[config.mk]
export PLATFORM = sky130hd
export DESIGN_NAME = lsu_seq
export DESIGN_NICKNAME = d
export VERILOG_FILES = /design/src/rtl/lsu_pkg.sv /design/src/rtl/lsu_extend.sv /design/src/rtl/lsu_seq.sv
export SDC_FILE = /design/constraint.sdc
export NUM_CORES = 1
export LEC_CHECK = 0
export CAP_MARGIN = 20
export CORE_ASPECT_RATIO = 1.4
export CORE_MARGIN = 2
export CORE_UTILIZATION = 47
export DETAILED_ROUTE_END_ITERATION = 16
export GPL_TIMING_DRIVEN = 1
export PLACE_DENSITY = 0.77
export SETUP_SLACK_MARGIN = 0.5
export SYNTH_ARGS = -nofsm -noshare
export SYNTH_HDL_FRONTEND = slang
export SYNTH_SLANG_ARGS = --single-unit
export TNS_END_PERCENT = 30
[constraint.sdc]
create_clock -name clk -period 2.5 [get_ports clk]
set_input_delay 0.375 -clock clk [delete_from_list [all_inputs] [get_ports clk]]
set_output_delay 0.375 -clock clk [all_outputs]
set_load 0.01 [all_outputs]
[src/rtl/lsu_pkg.sv]
// Shared types, funct3 encodings and request-decode helpers for the load/store sequencer.
package lsu_pkg;

  typedef enum logic [1:0] {
    IDLE = 2'd0,
    BEAT = 2'd1,
    RESP = 2'd2
  } LsuState;

  localparam logic [2:0] F3_B  = 3'b000;
  localparam logic [2:0] F3_H  = 3'b001;
  localparam logic [2:0] F3_W  = 3'b010;
  localparam logic [2:0] F3_BU = 3'b100;
  localparam logic [2:0] F3_HU = 3'b101;

  // Access size in bytes; encodings 011/11x only reach here as errors and map to 4.
  function automatic logic [2:0] access_size(input logic [2:0] funct3);
    case (funct3)
      F3_B, F3_BU: return 3'd1;
      F3_H, F3_HU: return 3'd2;
      default:     return 3'd4;
    endcase
  endfunction

  // Stores have no unsigned variants; loads accept the five RV32 encodings.
  function automatic logic funct3_legal(input logic is_store, input logic [2:0] funct3);
    if (is_store) return (funct3 == F3_B) || (funct3 == F3_H) || (funct3 == F3_W);
    return (funct3 == F3_B) || (funct3 == F3_H) || (funct3 == F3_W) ||
           (funct3 == F3_BU) || (funct3 == F3_HU);
  endfunction

endpackage

[src/rtl/lsu_extend.sv]
// Sign- or zero-extends an assembled load value from its access size to 32 bits.
module lsu_extend
  import lsu_pkg::*;
(
  input  logic [31:0] raw,
  input  logic [2:0]  size,
  input  logic        is_unsigned,
  output logic [31:0] result
);

  // Byte and half results take their upper bits from the sign bit or zeros; words pass through.
  always_comb begin
    result = raw;
    if (size == 3'd1) begin
      result = is_unsigned ? {24'h0, raw[7:0]} : {{24{raw[7]}}, raw[7:0]};
    end else if (size == 3'd2) begin
      result = is_unsigned ? {16'h0, raw[15:0]} : {{16{raw[15]}}, raw[15:0]};
    end
  end

endmodule

[src/rtl/lsu_seq.sv]
// Load/store sequencer: accepts one RV32 access, splits it into BEAT_BYTES-wide memory
// beats, assembles and extends load data, and returns a one-cycle response.
// Handshakes: a request is accepted on a rising edge with req_valid && req_ready; a memory
// beat completes on a rising edge with mem_valid && mem_ready, and mem_* stay stable until
// then; rsp_valid is a single-cycle pulse with no backpressure.
module lsu_seq
  import lsu_pkg::*;
#(
  parameter int ADDR_W     = 32,
  parameter int XLEN       = 32,
  parameter int BEAT_BYTES = 1
) (
  input  logic                    clk,
  input  logic                    rst,
  input  logic                    req_valid,
  output logic                    req_ready,
  input  logic                    req_is_store,
  input  logic [2:0]              req_funct3,
  input  logic [ADDR_W-1:0]       req_addr,
  input  logic [XLEN-1:0]         req_wdata,
  output logic                    rsp_valid,
  output logic                    rsp_error,
  output logic [XLEN-1:0]         rsp_rdata,
  output logic                    mem_valid,
  input  logic                    mem_ready,
  output logic                    mem_we,
  output logic [ADDR_W-1:0]       mem_addr,
  output logic [BEAT_BYTES-1:0]   mem_wstrb,
  output logic [8*BEAT_BYTES-1:0] mem_wdata,
  input  logic [8*BEAT_BYTES-1:0] mem_rdata,
  output logic [1:0]              dbg_state
);

  localparam int BW = 8 * BEAT_BYTES;

  LsuState                state_q, state_d;
  logic [2:0]             cnt_q, cnt_d;
  logic [ADDR_W-1:0]      addr_q, addr_d;
  logic [2:0]             f3_q, f3_d;
  logic                   store_q, store_d;
  logic [31:0]            wdata_q, wdata_d;
  logic                   err_q, err_d;
  logic [31:0]            asm_q, asm_d;
  logic                   mem_valid_q, mem_valid_d;
  logic                   mem_we_q, mem_we_d;
  logic [ADDR_W-1:0]      mem_addr_q, mem_addr_d;
  logic [BEAT_BYTES-1:0]  mem_wstrb_q, mem_wstrb_d;
  logic [BW-1:0]          mem_wdata_q, mem_wdata_d;
  logic                   rsp_valid_q, rsp_valid_d;
  logic                   rsp_error_q, rsp_error_d;
  logic [XLEN-1:0]        rsp_rdata_q, rsp_rdata_d;

  logic [2:0]  size_q;
  logic [2:0]  req_size;
  logic        req_err;
  logic [2:0]  last_idx;
  logic [31:0] ext_value;

  // Beat address: BEAT_BYTES-aligned base of the access plus idx whole beats.
  function automatic logic [ADDR_W-1:0] beat_addr(input logic [ADDR_W-1:0] a,
                                                  input logic [2:0] idx);
    return (a & ~ADDR_W'(BEAT_BYTES - 1)) + ADDR_W'(int'(idx) * BEAT_BYTES);
  endfunction

  // Lanes touched by beat idx: byte k lives in beat k/BEAT_BYTES on lane (addr+k)%BEAT_BYTES.
  function automatic logic [BEAT_BYTES-1:0] beat_strb(input logic [1:0] lo,
                                                      input logic [2:0] size,
                                                      input logic [2:0] idx);
    logic [BEAT_BYTES-1:0] s;
    s = '0;
    for (int k = 0; k < 4; k++) begin
      if (k < int'(size) && (k / BEAT_BYTES) == int'(idx)) s[(int'(lo) + k) % BEAT_BYTES] = 1'b1;
    end
    return s;
  endfunction

  // Write lanes for beat idx; lanes without a strobe stay zero.
  function automatic logic [BW-1:0] beat_data(input logic [1:0] lo, input logic [2:0] size,
                                              input logic [2:0] idx, input logic [31:0] wd);
    logic [BW-1:0] d;
    d = '0;
    for (int k = 0; k < 4; k++) begin
      if (k < int'(size) && (k / BEAT_BYTES) == int'(idx))
        d[8 * ((int'(lo) + k) % BEAT_BYTES) +: 8] = wd[8 * k +: 8];
    end
    return d;
  endfunction

  assign size_q   = access_size(f3_q);
  assign req_size = access_size(req_funct3);
  assign req_err  = !funct3_legal(req_is_store, req_funct3) ||
                    ((req_addr[1:0] & 2'(req_size - 3'd1)) != 2'b00);
  assign last_idx = (int'(size_q) > BEAT_BYTES) ? 3'(int'(size_q) / BEAT_BYTES - 1) : 3'd0;

  lsu_extend u_extend (
    .raw         (asm_q),
    .size        (size_q),
    .is_unsigned (f3_q[2]),
    .result      (ext_value)
  );

  // Next-state, beat sequencing, load assembly and response formation.
  always_comb begin
    state_d     = state_q;
    cnt_d       = cnt_q;
    addr_d      = addr_q;
    f3_d        = f3_q;
    store_d     = store_q;
    wdata_d     = wdata_q;
    err_d       = err_q;
    asm_d       = asm_q;
    mem_valid_d = mem_valid_q;
    mem_we_d    = mem_we_q;
    mem_addr_d  = mem_addr_q;
    mem_wstrb_d = mem_wstrb_q;
    mem_wdata_d = mem_wdata_q;
    rsp_valid_d = 1'b0;
    rsp_error_d = 1'b0;
    rsp_rdata_d = '0;
    case (state_q)
      IDLE: begin
        if (req_valid) begin
          addr_d  = req_addr;
          f3_d    = req_funct3;
          store_d = req_is_store;
          wdata_d = req_wdata;
          err_d   = req_err;
          cnt_d   = 3'd0;
          asm_d   = 32'h0;
          if (req_err) begin
            state_d = RESP;
          end else begin
            state_d     = BEAT;
            mem_valid_d = 1'b1;
            mem_we_d    = req_is_store;
            mem_addr_d  = beat_addr(req_addr, 3'd0);
            mem_wstrb_d = req_is_store ? beat_strb(req_addr[1:0], req_size, 3'd0) : '0;
            mem_wdata_d = req_is_store ? beat_data(req_addr[1:0], req_size, 3'd0, req_wdata) : '0;
          end
        end
      end
      BEAT: begin
        if (mem_valid_q && mem_ready) begin
          cnt_d = cnt_q + 3'd1;
          if (!store_q) begin
            for (int k = 0; k < 4; k++) begin
              if (k < int'(size_q) && (k / BEAT_BYTES) == int'(cnt_q))
                asm_d[8 * k +: 8] = mem_rdata[8 * ((int'(addr_q[1:0]) + k) % BEAT_BYTES) +: 8];
            end
          end
          if (cnt_q == last_idx) begin
            state_d     = RESP;
            mem_valid_d = 1'b0;
            mem_we_d    = 1'b0;
            mem_addr_d  = '0;
            mem_wstrb_d = '0;
            mem_wdata_d = '0;
          end else begin
            mem_addr_d  = beat_addr(addr_q, cnt_q + 3'd1);
            mem_wstrb_d = store_q ? beat_strb(addr_q[1:0], size_q, cnt_q + 3'd1) : '0;
            mem_wdata_d = store_q ? beat_data(addr_q[1:0], size_q, cnt_q + 3'd1, wdata_q) : '0;
          end
        end
      end
      RESP: begin
        state_d     = IDLE;
        rsp_valid_d = 1'b1;
        rsp_error_d = err_q;
        rsp_rdata_d = (!store_q && !err_q) ? XLEN'(ext_value) : '0;
      end
      default: state_d = IDLE;
    endcase
  end

  // State and output registers; reset abandons any transfer in flight.
  always_ff @(posedge clk) begin
    if (rst) begin
      state_q     <= IDLE;
      cnt_q       <= 3'd0;
      addr_q      <= '0;
      f3_q        <= 3'd0;
      store_q     <= 1'b0;
      wdata_q     <= 32'h0;
      err_q       <= 1'b0;
      asm_q       <= 32'h0;
      mem_valid_q <= 1'b0;
      mem_we_q    <= 1'b0;
      mem_addr_q  <= '0;
      mem_wstrb_q <= '0;
      mem_wdata_q <= '0;
      rsp_valid_q <= 1'b0;
      rsp_error_q <= 1'b0;
      rsp_rdata_q <= '0;
    end else begin
      state_q     <= state_d;
      cnt_q       <= cnt_d;
      addr_q      <= addr_d;
      f3_q        <= f3_d;
      store_q     <= store_d;
      wdata_q     <= wdata_d;
      err_q       <= err_d;
      asm_q       <= asm_d;
      mem_valid_q <= mem_valid_d;
      mem_we_q    <= mem_we_d;
      mem_addr_q  <= mem_addr_d;
      mem_wstrb_q <= mem_wstrb_d;
      mem_wdata_q <= mem_wdata_d;
      rsp_valid_q <= rsp_valid_d;
      rsp_error_q <= rsp_error_d;
      rsp_rdata_q <= rsp_rdata_d;
    end
  end

  assign req_ready = (state_q == IDLE);
  assign dbg_state = state_q;
  assign rsp_valid = rsp_valid_q;
  assign rsp_error = rsp_error_q;
  assign rsp_rdata = rsp_rdata_q;
  assign mem_valid = mem_valid_q;
  assign mem_we    = mem_we_q;
  assign mem_addr  = mem_addr_q;
  assign mem_wstrb = mem_wstrb_q;
  assign mem_wdata = mem_wdata_q;

endmodule

### After elaboration in Yosys (flattened, before gate mapping)

Index checks and enable logic that the tools add are counted.
Widths: inputs -> output; s select.

* input bits: 80
* bits in registers: 183

* eq/ne operators: 27
* bitwise operators: 3
* order comparisons: 6
* muxes and demuxes: 64
* add/sub/neg operators: 4
* reduce and logical (&&, ||, !) cells: 40

Operators with widths (count)
* $mux 32: 11
* $pmux 32 s2: 2
* $mux 8: 15
* $add 32x3->32: 1
* $reduce_and 5->1: 5
* $mux 1: 21
* $ne 2x2->1 const B: 9
* $pmux 3 s2: 3
* $pmux 8 s2: 1
* $eq 3x3->1 const A: 4
* $eq 3x3->1 const B: 4
* $logic_not 3->1: 4
* $logic_and 1x1->1: 10
* $reduce_or 2->1: 5
* $eq 3x1->1 const B: 3
* $lt 1x3->1 const A: 3
* $mux 3: 3
* $mux 2: 4
* $eq 2x3->1 const A: 2
* $eq 3x2->1 const B: 2
* $lt 2x3->1 const A: 2
* $pmux 1 s2: 3
* $reduce_and 3->1: 2
* $logic_or 1x1->1: 5
* 16 further kinds: 20

### Depth between registers and ports, before layout

* depth after elaboration: 13
* depth in mapped cells: 11
* depth with buffers taken out: 9

### Cells and area by module

From an unflattened synthesis, not the netlist that was laid out.

* cell total of the unflattened synthesis: 964
* area total of the unflattened synthesis: 8186.6 µm²

Modules (own cells, without submodules)
* lsu_seq: area each 7833.8 µm², cells each 912, instances 1
* lsu_extend: area each 352.8 µm², cells each 52, instances 1

### Least setup slack after synthesis

No wires, ideal clock.

* path kind: flip-flop to flip-flop
* from: reg cnt_q[0]
* to: reg mem_addr_q[31] (netlist: mem_addr[31])
* arrival: 2417 ps
* slack: -54 ps
* stages on the path, launching flop included: 11
* library setup time: 138 ps
* buffers on the path: 1
* cells stage by stage: dfxtp_1 > ha_1 > ha_1 > clkbuf_1 > inv_1 > ha_1 > o211ai_1 > nor2_1 > nand3_1 > o311ai_0 > a311oi_1

* cells in the longest elaborated chain, start to end: 5
* elaborated cells on any way between the ends: 6

RTL lines
* start, declared: line lsu_seq.sv:37 `logic [2:0] cnt_q, cnt_d;`
* start signal, assigned: line lsu_seq.sv:196 `cnt_q <= cnt_d;`
* $add 3x1->3: line lsu_seq.sv:159 `mem_addr_d = beat_addr(addr_q, cnt_q + 3'd1);`
* $add 32x3->32: line lsu_seq.sv:62 `return (a & ~ADDR_W'(BEAT_BYTES - 1)) + ADDR_W'(int'(idx) * BEAT_BYTES);`
* $mux 32 *: line lsu_seq.sv:151 `if (cnt_q == last_idx) begin`
* $mux 32 *: line lsu_seq.sv:143 `if (mem_valid_q && mem_ready) begin`
* $pmux 32 s2 *: line lsu_seq.sv:120 `case (state_q)`
* end signal, assigned: line lsu_seq.sv:205 `mem_addr_q <= mem_addr_d;`
* end, declared: line lsu_seq.sv:46 `logic [ADDR_W-1:0] mem_addr_q, mem_addr_d;`

Every way passes the cells marked *; elsewhere a longest branch is shown, timed or not. The select of a mux whose other input is x is not followed.
A chain may end at the register's enable or synchronous reset.

### Worst setup path in the final report

* from: reg cnt_q[0]
* to: reg mem_addr_q[15] (netlist: mem_addr[15])

The elaborated chain is that of the path after synthesis.

==> metrics.md <==
| Metric | Value |
|---|---|
| Initial antenna violation count | 0 |
| Core Rows | 56 |
| Die X | between 100 and 150 um |
| # clock sinks | 183 |
| Pleak | 4.17 nW |
| Worst Path Required | ~2.8 ns |
| Sw Ratio | 25.4% |
| Reg-to-reg setup timing slack | 0.13 ns |
| Synth-to-layout area growth | 38.7% |
| Yosys top cell by area | dfxtp_1 |
| Ant. Diodes | 0 |
| Setup violations, final | 0 |
| Most used DFF post-synth | dfxtp_1 |
| Max cap viols | 0 |
| Vias in the first global route | 7607 |
| Core ar. | around 17000 um2 |
| TritonCTS clock tree | done |
| Setup crit end kind | flop |
| Mapped Cells | 984 |
| Initial Utilization | 48.3% |
| Power share of the combinational group | ~14% |
| DRT antenna net count | 0 |
| Worst-path cell chain | ha_4 -> ha_4 -> inv_4 -> ha_4 -> o211ai_1 -> buf_4 -> buf_6 -> or2_4 -> nor3b_2 -> o21ai_1 -> a211oi_1 |
| Power Dens Cells | 626 nW/um2 |
| Detailed Routing Iterations Pass 1 | 6 |
| Slew HR | about 48% |
| Post-synthesis sequential area ratio | 45.1% |
| Die height | ~160 um |
| Hold Path Depth | 4 |
| H-tree depth | 4 |
| Post-DR vias/cell | 5.65 |
| Detailed Place HPWL | 15.9 mm |
| Port Buffers | 159 |
| GRT Overall Usage | 26.0% |
| Final Power | 0.00705 W |
| FF/Latch Area | roughly 3700 um2 |
| RSZ-0062 raised after global routing | true |
| Layout cell share with drive strength beyond 1 | roughly 14% |
| Tmin final | ~2.4 ns |
| Synth Warn # | 0 |
| DRC | 0 |
| Sw power | 0.00179 W |
| Layout Nets | ~1300 |
| # IOs | 160 |
| Reg2Reg Depth | 11 |
| Pin count of the biggest net entering global routing | 151 |
| Worst slew pin tran | 0.777 ns |
| Fmax | 422 MHz |
| Clock Pin Slew Worst Setup and Hold Paths | about 0.06 ns |
| Status | finished clean |
| Fill cells | about 1400 |
| Reg power frac | about 45% |
| Skew-Pair Late Insertion Delay | 0.43 ns |
| Synth top area cells | dfxtp_1 45%, a21oi_1 8.1%, nand2_1 7.8%, nor2_1 4.6%, mux2i_1 3.9% |
| Worst Hold Class | in2reg |
| Crit-path max cell delay | ~0.37 ns |
| Hold path startpoint | rst |
| Flops & latches, synth | 183 |
| Slowest library cell on the worst path | dfxtp_4 |
| Post-Syn Area | 8120 um2 |
| Worst Hold Slack | 0.340 ns |
| Startpoint Class | flop |
| Final hold violation count | 0 |
| RePlAce Congestion | about 0.88 |
| Crit path kind | reg2reg |
| Period utilization | 94.8% |
| Max Transition Viols Final | 0 |
| Internal Power | 0.00526 W |
| Root Driver | clkbuf_16 |
| First-pass GRT wire length | approximately 38 mm |
| Worst Setup SP | cnt_q[0] |
| CP max FO | 4 |
| Synth cell types | 54 |
| Worst Skew | 0.00759 ns |
| Crit-path most repeated cell | ha_4 |
| Syn nets | 1082 |
| Hold EP | rsp_valid |
| WP data arrival | 2.69 ns |
| Terminus of the critical flop-to-flop path | mem_addr[15] |
| Worst-case vdd ir drop | 0.356 mV |
| Fin util | 67.0% |
| Multi-input gate area | 4470 um2 |
| CTS Hold Bufs | 0 |
| Ys async rst share | 0% |
| Post-synth top area share | 45.1% |
| Initial DRC count | 567 |
| Congestion Overflow GR | 0 |
| WL/cell | 17.7 um |
| Syn Area/Cell | 8.25 um2 |
| Placed Cells | 1324 |
| WL final | 24.4 mm |
| Vias post-DR | 7787 |
| Cts bufs inserted | 17 |
| Clk buf depth | 2 |
| Clk pwr share | 40.9% |
| Crit Reg-Reg Startpoint | cnt_q[0] |
| DIE AREA | about 18000 um2 |
| Fin cells | 1379 |
| EDFF count, synth | 0 |
## what timing repair did
| item | 4_1_cts | 5_1_grt |
|---|---|---|
| endpoints found under the setup margin | 55 | 69 |
| setup buffers | 14 | 5 |
| cloned | 5 | 0 |
| gates resized for setup | 33 | 24 |
| pin swaps | 29 | 17 |
## power by group through the flow
stage	Sequential (W)	Combinational, W	Clock (W)
finish	0.00316	0.00101	0.00288
global route	0.00317	0.00109	0.00302
CTS	0.00315	0.000971	0.00291
detailed placement	0.00321	0.000922	0
global placement	0.00321	0.000908	0
floorplan	0.00320	0.000514	0
## logic make-up after synthesis
kind of cell	share of synthesized area (%)
mux	3.94
xor+xnor	2.59
fa+ha+maj	2.87
buf+inv	4.30
flops	45.1
compound gates	18.0
simple gates	23.2
## per-stage QoR
step	setup TNS [ns]	instance area, um2	worst slack (ns)
2_1_floorplan	0	8260	0.231
3_3_place_gp	-1.60	10200	-0.0903
3_5_place_dp	-4.24	10200	-0.166
4_1_cts	0	11100	0.170
5_1_grt	0	11300	0.0817
6_report	0	11300	0.130
## cells in the final DEF (no fill, tap or decap), types with 4 or more instances in the layout
master           synthesis  layout
a311o_1                  8       8
a22oi_1                  9       9
o21ai_0                  6       4
bufinv_16                0       4
buf_4                    3      55
ha_1                    17       9
nor2_1                 100      96
dfxtp_4                  0       4
a21oi_1                132     130
nor3_1                  22      20
mux2i_1                 32      32
a221oi_2                 6       8
clkinv_4                 0       4
and3_1                   9       7
o22ai_1                 20      20
xor2_1                  19      19
a221oi_1                 7       5
nand3b_1                 4       4
buf_6                    2      10
clkbuf_16                0      17
dfxtp_1                183     178
nand3_1                 27      25
a311oi_1                 4       4
nand2_1                169     168
and2_1                  19      17
nand2b_1                30      29
a211oi_1                18      16
inv_1                   14      12
nand4_1                 14      14
clkdlybuf4s50_1          0     158
ha_4                     0       6
and3_4                   0       4
nor2_4                   0       4
## metal layers
| layer | up-vias | global-route usage, % | wire length [um] |
|---|---|---|---|
| li1 | 3774 | - | - |
| met1 | 3643 | 28.7 | 9120 |
| met2 | 300 | 46.8 | 12800 |
| met3 | 70 | 6.05 | 1570 |
| met4 | 0 | 11.1 | 853 |
| met5 | - | 0 | 0 |
## cell type report
cell class,count,share of cell area [%]
Clock buffer,20,4.14
Clock inverter,11,1.53
Inverter,14,0.489
Multi-Input combinational cell,722,39.7
Timing Repair Buffer,226,19.2
Tap cell,203,2.25
Sequential cell,183,32.7
## worst max path at each step
stage	cells after the start	end	slack, ns
final	11	mem_addr[15]	0.13
after floorplan	10	mem_addr[13]	0.23
after global routing	12	mem_addr[17]	0.08
after global placement	9	mem_addr[4]	-0.09
after CTS	11	mem_addr[13]	0.17
after detailed placement	9	mem_addr[3]	-0.17
## worst max-delay path: cells and delay by family, from the launching register on
kind	cells	cell delay, ns
AOI/OAI and AO/OA	3	0.43
adders and majority gates	3	0.69
buffers and inverters	3	0.32
DFF	1	0.37
and+or+nand+nor	2	0.45
## flip-flops by register name, summed over array words and instances, names as in the netlist, 2 cells and up
signal and cells:
rsp_rdata 32, wdata_q 32, addr_q 32, f3_q 3, mem_wdata 8, asm_q 32
dbg_state 2, mem_addr 32, cnt_q 3
## synthesized netlist by cell type (7+ instances only)
library cell and instances:
mux2i_1 32, inv_1 14, a21oi_1 132, and2_1 19, and3_1 9, nand2_1 169, nand4_1 14, dfxtp_1 183
xor2_1 19, buf_2 9, nand2b_1 30, a311o_1 8, a211oi_1 18, nand3_1 27, a22oi_1 9, clkbuf_1 53
nor3_1 22, ha_1 17, o22ai_1 20, nor2_1 100, a221oi_1 7
Note: power is estimated with default switching activity, not from simulation.
